==> src/rtl/core_pkg.sv <==
// Shared pipeline definitions: MEM-stage FSM states, WB mux select encodings
// and the default datapath width.
package core_pkg;

    localparam int unsigned XLEN_DEF = 32;

    typedef enum logic [1:0] {
        IDLE = 2'd0,
        BUSY = 2'd1,
        DONE = 2'd2
    } mem_state_t;

    localparam logic [1:0] RES_ALU  = 2'b00;
    localparam logic [1:0] RES_LOAD = 2'b01;
    localparam logic [1:0] RES_PC4  = 2'b10;
    localparam logic [1:0] RES_IMM  = 2'b11;

endpackage

==> src/rtl/stage_memory_if.sv <==
// Data-memory req/ack port. The MEM stage is the master and the memory is the slave.
interface stage_memory_if
    import core_pkg::*;
#(
    parameter int unsigned XLEN = XLEN_DEF
);

    logic            req;
    logic            we;
    logic [XLEN-1:0] addr;
    logic [XLEN-1:0] wdata;
    logic            ack;
    logic [XLEN-1:0] rdata;

    modport master (output req, we, addr, wdata, input ack, rdata);
    modport slave  (input req, we, addr, wdata, output ack, rdata);

endinterface

==> src/rtl/stage_memory_dmem_if_ctrl.sv <==
// Data-memory transaction controller: IDLE/BUSY/DONE sequencing, ack timeout,
// registered request fields, load data latch and the pipeline stall.
module dmem_if_ctrl
    import core_pkg::*;
#(
    parameter int unsigned TIMEOUT_CYCLES = 255,
    parameter int unsigned XLEN           = XLEN_DEF
) (
    input  logic                 clk,
    input  logic                 reset,
    input  logic                 mem_mem_read,
    input  logic                 mem_mem_write,
    input  logic [XLEN-1:0]      mem_alu_result,
    input  logic [XLEN-1:0]      mem_write_data,
    stage_memory_if.master       dmem,
    output logic                 mem_stall,
    output logic                 mem_fault,
    output mem_state_t           state,
    output logic                 abort,
    output logic [XLEN-1:0]      load_data
);

    localparam int unsigned   CW       = (TIMEOUT_CYCLES > 1) ? $clog2(TIMEOUT_CYCLES) : 1;
    localparam logic [CW-1:0] CNT_LAST = CW'(TIMEOUT_CYCLES - 1);

    mem_state_t    state_q;
    mem_state_t    state_d;
    logic [CW-1:0] cnt;
    logic          access;

    assign access = mem_mem_read | mem_mem_write;
    assign state  = state_q;

    always_ff @(posedge clk or negedge reset) begin
        if (!reset) begin
            state_q <= IDLE;
        end else begin
            state_q <= state_d;
        end
    end

    always_comb begin
        state_d   = state_q;
        mem_stall = 1'b0;
        case (state_q)
            IDLE: begin
                if (access) begin
                    mem_stall = 1'b1;
                    state_d   = BUSY;
                end
            end
            BUSY: begin
                mem_stall = 1'b1;
                if (dmem.ack || cnt == CNT_LAST) begin
                    state_d = DONE;
                end
            end
            DONE:    state_d = IDLE;
            default: state_d = IDLE;
        endcase
    end

    // Request fields stay frozen through BUSY; a store never touches the load latch.
    always_ff @(posedge clk or negedge reset) begin
        if (!reset) begin
            dmem.req   <= 1'b0;
            dmem.we    <= 1'b0;
            dmem.addr  <= '0;
            dmem.wdata <= '0;
            cnt        <= '0;
            mem_fault  <= 1'b0;
            abort      <= 1'b0;
            load_data  <= '0;
        end else begin
            case (state_q)
                IDLE: begin
                    if (access) begin
                        dmem.req   <= 1'b1;
                        dmem.we    <= mem_mem_write;
                        dmem.addr  <= {mem_alu_result[XLEN-1:2], 2'b00};
                        dmem.wdata <= mem_write_data;
                        cnt        <= '0;
                    end
                end
                BUSY: begin
                    if (dmem.ack) begin
                        dmem.req <= 1'b0;
                        if (!dmem.we) begin
                            load_data <= dmem.rdata;
                        end
                    end else if (cnt == CNT_LAST) begin
                        dmem.req  <= 1'b0;
                        mem_fault <= 1'b1;
                        abort     <= 1'b1;
                    end else begin
                        cnt <= cnt + CW'(1);
                    end
                end
                DONE:    abort <= 1'b0;
                default: ;
            endcase
        end
    end

endmodule

==> src/rtl/stage_memory.sv <==
// Pipeline MEM stage: word loads/stores over a req/ack port and the MEM/WB
// pipeline register. Non-memory instructions pass through in one cycle.
module stage_memory
    import core_pkg::*;
#(
    parameter int unsigned TIMEOUT_CYCLES = 255,
    parameter int unsigned XLEN           = XLEN_DEF
) (
    input  logic             clk,
    input  logic             reset,
    input  logic [31:0]      mem_instr,
    input  logic             mem_reg_write,
    input  logic             mem_mem_write,
    input  logic             mem_mem_read,
    input  logic [1:0]       mem_result_src,
    input  logic [XLEN-1:0]  mem_alu_result,
    input  logic [XLEN-1:0]  mem_write_data,
    input  logic [XLEN-1:0]  mem_pc_plus_4,
    input  logic [XLEN-1:0]  mem_imm_ext,
    input  logic [4:0]       mem_rd,
    stage_memory_if.master   dmem,
    output logic             mem_stall,
    output logic             mem_fault,
    output logic [31:0]      wb_instr,
    output logic             wb_reg_write,
    output logic [1:0]       wb_result_src,
    output logic [XLEN-1:0]  wb_alu_result,
    output logic [XLEN-1:0]  wb_read_data,
    output logic [XLEN-1:0]  wb_pc_plus_4,
    output logic [XLEN-1:0]  wb_imm_ext,
    output logic [4:0]       wb_rd
);

    mem_state_t      ctrl_state;
    logic            abort;
    logic [XLEN-1:0] load_data;
    logic            access;

    assign access = mem_mem_read | mem_mem_write;

    dmem_if_ctrl #(
        .TIMEOUT_CYCLES (TIMEOUT_CYCLES),
        .XLEN           (XLEN)
    ) u_ctrl (
        .clk            (clk),
        .reset          (reset),
        .mem_mem_read   (mem_mem_read),
        .mem_mem_write  (mem_mem_write),
        .mem_alu_result (mem_alu_result),
        .mem_write_data (mem_write_data),
        .dmem           (dmem),
        .mem_stall      (mem_stall),
        .mem_fault      (mem_fault),
        .state          (ctrl_state),
        .abort          (abort),
        .load_data      (load_data)
    );

    // While a transaction is in flight WB sees a bubble; other fields hold.
    always_ff @(posedge clk or negedge reset) begin
        if (!reset) begin
            wb_instr      <= '0;
            wb_reg_write  <= 1'b0;
            wb_result_src <= '0;
            wb_alu_result <= '0;
            wb_read_data  <= '0;
            wb_pc_plus_4  <= '0;
            wb_imm_ext    <= '0;
            wb_rd         <= '0;
        end else begin
            case (ctrl_state)
                IDLE: begin
                    if (access) begin
                        wb_reg_write <= 1'b0;
                    end else begin
                        wb_instr      <= mem_instr;
                        wb_reg_write  <= mem_reg_write;
                        wb_result_src <= mem_result_src;
                        wb_alu_result <= mem_alu_result;
                        wb_read_data  <= '0;
                        wb_pc_plus_4  <= mem_pc_plus_4;
                        wb_imm_ext    <= mem_imm_ext;
                        wb_rd         <= mem_rd;
                    end
                end
                BUSY: wb_reg_write <= 1'b0;
                DONE: begin
                    wb_instr      <= mem_instr;
                    wb_reg_write  <= mem_reg_write & ~abort;
                    wb_result_src <= mem_result_src;
                    wb_alu_result <= mem_alu_result;
                    wb_read_data  <= abort ? '0 : load_data;
                    wb_pc_plus_4  <= mem_pc_plus_4;
                    wb_imm_ext    <= mem_imm_ext;
                    wb_rd         <= mem_rd;
                end
                default: ;
            endcase
        end
    end

endmodule

==> src/flat_wrapper.sv <==
// flat-port wrapper written by rule: the top's interface ports become plain ports
module stage_memory_flat import core_pkg::*;
#(
    parameter int unsigned TIMEOUT_CYCLES = 255,
    parameter int unsigned XLEN           = XLEN_DEF
)
  (clk, reset, mem_instr, mem_reg_write, mem_mem_write, mem_mem_read, mem_result_src, mem_alu_result, mem_write_data, mem_pc_plus_4, mem_imm_ext, mem_rd, mem_stall, mem_fault, wb_instr, wb_reg_write, wb_result_src, wb_alu_result, wb_read_data, wb_pc_plus_4, wb_imm_ext, wb_rd, dmem_req, dmem_we, dmem_addr, dmem_wdata, dmem_ack, dmem_rdata);
  stage_memory_if #(.XLEN(XLEN)) dmem_i ();
  input  logic clk;
  input  logic reset;
  input  logic [31:0] mem_instr;
  input  logic mem_reg_write;
  input  logic mem_mem_write;
  input  logic mem_mem_read;
  input  logic [1:0] mem_result_src;
  input  logic [XLEN-1:0] mem_alu_result;
  input  logic [XLEN-1:0] mem_write_data;
  input  logic [XLEN-1:0] mem_pc_plus_4;
  input  logic [XLEN-1:0] mem_imm_ext;
  input  logic [4:0] mem_rd;
  output logic mem_stall;
  output logic mem_fault;
  output logic [31:0] wb_instr;
  output logic wb_reg_write;
  output logic [1:0] wb_result_src;
  output logic [XLEN-1:0] wb_alu_result;
  output logic [XLEN-1:0] wb_read_data;
  output logic [XLEN-1:0] wb_pc_plus_4;
  output logic [XLEN-1:0] wb_imm_ext;
  output logic [4:0] wb_rd;
  output wire logic [$bits(dmem_i.req)-1:0] dmem_req;
  output wire logic [$bits(dmem_i.we)-1:0] dmem_we;
  output wire logic [$bits(dmem_i.addr)-1:0] dmem_addr;
  output wire logic [$bits(dmem_i.wdata)-1:0] dmem_wdata;
  input wire logic [$bits(dmem_i.ack)-1:0] dmem_ack;
  input wire logic [$bits(dmem_i.rdata)-1:0] dmem_rdata;
  assign dmem_req = dmem_i.req;
  assign dmem_we = dmem_i.we;
  assign dmem_addr = dmem_i.addr;
  assign dmem_wdata = dmem_i.wdata;
  assign dmem_i.ack = dmem_ack;
  assign dmem_i.rdata = dmem_rdata;
  stage_memory #(.TIMEOUT_CYCLES(TIMEOUT_CYCLES), .XLEN(XLEN)) u_core (.clk(clk), .reset(reset), .mem_instr(mem_instr), .mem_reg_write(mem_reg_write), .mem_mem_write(mem_mem_write), .mem_mem_read(mem_mem_read), .mem_result_src(mem_result_src), .mem_alu_result(mem_alu_result), .mem_write_data(mem_write_data), .mem_pc_plus_4(mem_pc_plus_4), .mem_imm_ext(mem_imm_ext), .mem_rd(mem_rd), .dmem(dmem_i), .mem_stall(mem_stall), .mem_fault(mem_fault), .wb_instr(wb_instr), .wb_reg_write(wb_reg_write), .wb_result_src(wb_result_src), .wb_alu_result(wb_alu_result), .wb_read_data(wb_read_data), .wb_pc_plus_4(wb_pc_plus_4), .wb_imm_ext(wb_imm_ext), .wb_rd(wb_rd));
endmodule
==> config.mk <==
export PLATFORM = sky130hd
export DESIGN_NAME = stage_memory_flat
export DESIGN_NICKNAME = d
export VERILOG_FILES = /design/src/rtl/core_pkg.sv /design/src/rtl/stage_memory_if.sv /design/src/rtl/stage_memory_dmem_if_ctrl.sv /design/src/rtl/stage_memory.sv /design/src/flat_wrapper.sv
export SDC_FILE = /design/constraint.sdc
export NUM_CORES = 1
export LEC_CHECK = 0
export CAP_MARGIN = 20
export CORE_AREA = 2 2 171 173
export DETAILED_ROUTE_END_ITERATION = 6
export DIE_AREA = 0 0 173 175
export GPL_ROUTABILITY_DRIVEN = 0
export PLACE_DENSITY = 0.71
export SYNTH_ARGS = -nofsm -noshare
export SYNTH_HDL_FRONTEND = slang
export SYNTH_SLANG_ARGS = --single-unit
==> constraint.sdc <==
create_clock -name clk -period 5.2 [get_ports clk]
set_clock_uncertainty 0.2 [all_clocks]
set_input_delay 1.04 -clock clk [delete_from_list [all_inputs] [get_ports clk]]
set_output_delay 1.04 -clock clk [all_outputs]
set_load 0.02 [all_outputs]
==> reports/metrics.csv <==
metric;value;unit
DRT iter0 DRCs;290;
post-DR vias/cell;4.68;
postcts setup bufs;0;
initial antenna violation count;2;
CTS Buf Count;30;
critical path peak fanout;4;
dpl hpwl;20200;um
WP data arrival;2580;ps
Worst Setup Start Kind;input port;
max cap viols;0;
largest area contributor in the netlist;dfrtp_1;
H-tree Lvls;1;
initial core utilization;0.374;
IO Count;441;
clock slew at reported path FFs;60;ps
Row Count;62;
min Tclk post-route;3820;ps
root buf cell;clkbuf_16;
hold buffers post-CTS;0;
Critical Path End Type;output port;
crit path kind;in -> out;
worst path required time;3960;ps
Clock Latency Late Sink;540;ps
via count;7343;
pins over their slew limit;0;
relative slew slack;0.304;
first-pass GRT wire length;44600;um
Fin. Hold Viols;0;
Max VDD drop;546;uV
Post-CTS Resized;0;
WHS;258;ps
gr usage total;0.185;
synth unique cells;37;
final cell count without fillers;1569;
die footprint;30300;sq um
P_leak;6.87;nW
period utilization;0.735;
pre-CTS WS;1380;ps
power per cell area;662;nW/um^2
Seq/Total Area, Yosys;0.650;
Setup TNS;0;ps
DRT Pass-1 Iters;4;
Final ANT Viol Nets;0;
synth warn;0;
Max clock buf depth;3;
DRC;0;
post-route setup slack;1380;ps
Setup-failing EPs final;0;
GRT overflow;0;
WL final;28500;um
Yosys top cell area share;0.650;
DR WL/cell;18.2;um
Post-Syn Instances;722;
synthesized area per cell;14.7;sq um
Fmax;262;MHz
die width;173;um
Die H;175;um
buffers added on ports;438;
layout cells sized above 1;0.189;
Worst Tran Pin Value;1040;ps
RSZ-0062 raised after global routing;no;
CTS tree;built;
Mapped Area;10600;sq um
Num Clock Sinks;276;
core box area;28400;sq um
HP Class;reg -> reg;
status;complete, no violations;
# placed instances;1513;
largest net degree at the start of global routing;130;
nets;1372;
Synth Register Bits;276;
area grow syn2layout;54.3;%
Util after Layout;0.577;
vias in the first global route;7885;
Synth area leaders;dfrtp_1, mux2_2, mux2_1;
[power breakdown]
part | internal, mW | switching, mW | leakage (nW)
Combinational | 2.61 | 2.43 | 3.04
Sequential | 3.16 | 0.506 | 3.33
Clock | 1.30 | 0.843 | 0.493
[per-layer routing]
metal / wire length [um] / vias to the layer above / global-route usage
li1: - / 3394 / -
met4: 1020 / 0 / 0.0653
met3: 2830 / 53 / 0.0766
met5: 0 / - / 0
met1: 11300 / 3577 / 0.218
met2: 13300 / 319 / 0.306
[synth_stat cells]
library cell  count
conb_1            1
nand2_1          71
nand2b_1          2
and4_1            1
or2_2             1
buf_4            14
a21oi_2           1
inv_1             7
o211a_2           1
nor2_1            4
a21oi_1          10
o211ai_1          3
dfrtp_1         276
o21a_1            1
o2bb2ai_1         1
mux2i_1           1
nor3_1            4
or2_1             1
nor3b_2           1
a211o_1           3
o21bai_1          1
nand4_1           1
and3_1            5
o221ai_1          1
mux2_1           66
o22ai_1           1
ha_1              6
clkbuf_1          7
or3_1             1
nand3b_1          2
mux2_2          163
nor2b_1           2
or3b_1            1
a21o_1            2
nand3_1           6
buf_2            18
o21ai_0          35
[registers in the layout, indices dropped and copies added (netlist names)]
signal and cells:
u_core.u_ctrl.dmem.addr 30, u_core.u_ctrl.state 2, u_core.u_ctrl.dmem.wdata 32, u_core.wb_pc_plus_4 32, u_core.wb_reg_write 1, u_core.u_ctrl.load_data 32, u_core.u_ctrl.mem_fault 1, u_core.u_ctrl.abort 1
u_core.wb_alu_result 32, u_core.u_ctrl.dmem.req 1, u_core.wb_instr 32, u_core.wb_read_data 32, u_core.wb_imm_ext 32, u_core.wb_rd 5, u_core.u_ctrl.cnt 8, u_core.u_ctrl.dmem.we 1
u_core.wb_result_src 2
[placed cells by master (no fill, tap or decap), types with 3 or more instances in the layout]
| cell type | Yosys | final |
|---|---|---|
| a211o_1 | 3 | 3 |
| clkinv_2 | 0 | 4 |
| buf_12 | 0 | 3 |
| nor3_1 | 4 | 4 |
| mux2_2 | 163 | 163 |
| clkbuf_1 | 7 | 8 |
| and3_1 | 5 | 5 |
| inv_1 | 7 | 7 |
| clkbuf_16 | 0 | 31 |
| dfrtp_1 | 276 | 276 |
| clkdlybuf4s50_1 | 0 | 437 |
| a21oi_1 | 10 | 10 |
| ha_1 | 6 | 6 |
| nor2_1 | 4 | 4 |
| buf_4 | 14 | 4 |
| clkbuf_8 | 0 | 8 |
| nand3_1 | 6 | 6 |
| o21ai_0 | 35 | 35 |
| nand2_1 | 71 | 70 |
| mux2_1 | 66 | 66 |
| o211ai_1 | 3 | 3 |
[per-stage QoR]
step	instance area [sq um]	total power, mW
floorplan	10600	6.39
finish	16400	10.8
global route	16400	11.4
detailed placement	15400	8.80
global placement	15400	8.70
CTS	16400	11.0
[worst max-delay path: stages]
cell and delay (ps):
clkdlybuf4s50_1 480, or2_2 370, nand2_2 90, nand2b_1 60, clkdlybuf4s50_1 540
[worst paths after layout]
path | startpoint | slack (ps) | cells after the start | end
setup / recovery | mem_mem_write | 1380 | 5 | mem_stall
hold / removal | u_core.u_ctrl.mem_fault$_DFFE_PN0P_ | 260 | 1 | u_core.u_ctrl.mem_fault$_DFFE_PN0P_
setup reg to reg | u_core.u_ctrl.state[1]$_DFFE_PN0P_ | 2370 | 5 | u_core.u_ctrl.load_data[17]$_DFFE_PN0P_
hold reg to reg | u_core.u_ctrl.mem_fault$_DFFE_PN0P_ | 260 | 1 | u_core.u_ctrl.mem_fault$_DFFE_PN0P_
max in group asynchronous | reset | 3400 | 2 | u_core.u_ctrl.dmem.addr[11]$_DFFE_PN0P_
min in group asynchronous | reset | 400 | 1 | u_core.wb_imm_ext[8]$_DFFE_PN0P_
[final cells by class]
| class | count | area [sq um] |
|---|---|---|
| fill | 2316 | 12000 |
| sequential | 276 | 6910 |
| timing repair buffer | 445 | 4480 |
| multi-input combinational | 401 | 3490 |
| clock buffer | 47 | 916 |
| tap | 384 | 480 |
| clock inverter | 7 | 87.6 |
| inverter | 7 | 26.3 |
| antenna | 2 | 5.00 |
[cells by family after synthesis]
family,count (synthesis),synth area share
and+or+nand+nor,103,0.0431
other,1,0.000353
DFF,276,0.650
adders and majority gates,6,0.00706
muxes,230,0.244
AOI/OAI and AO/OA,60,0.0326
buffers and inverters,46,0.0233
Note: power is estimated with default switching activity, not from simulation.
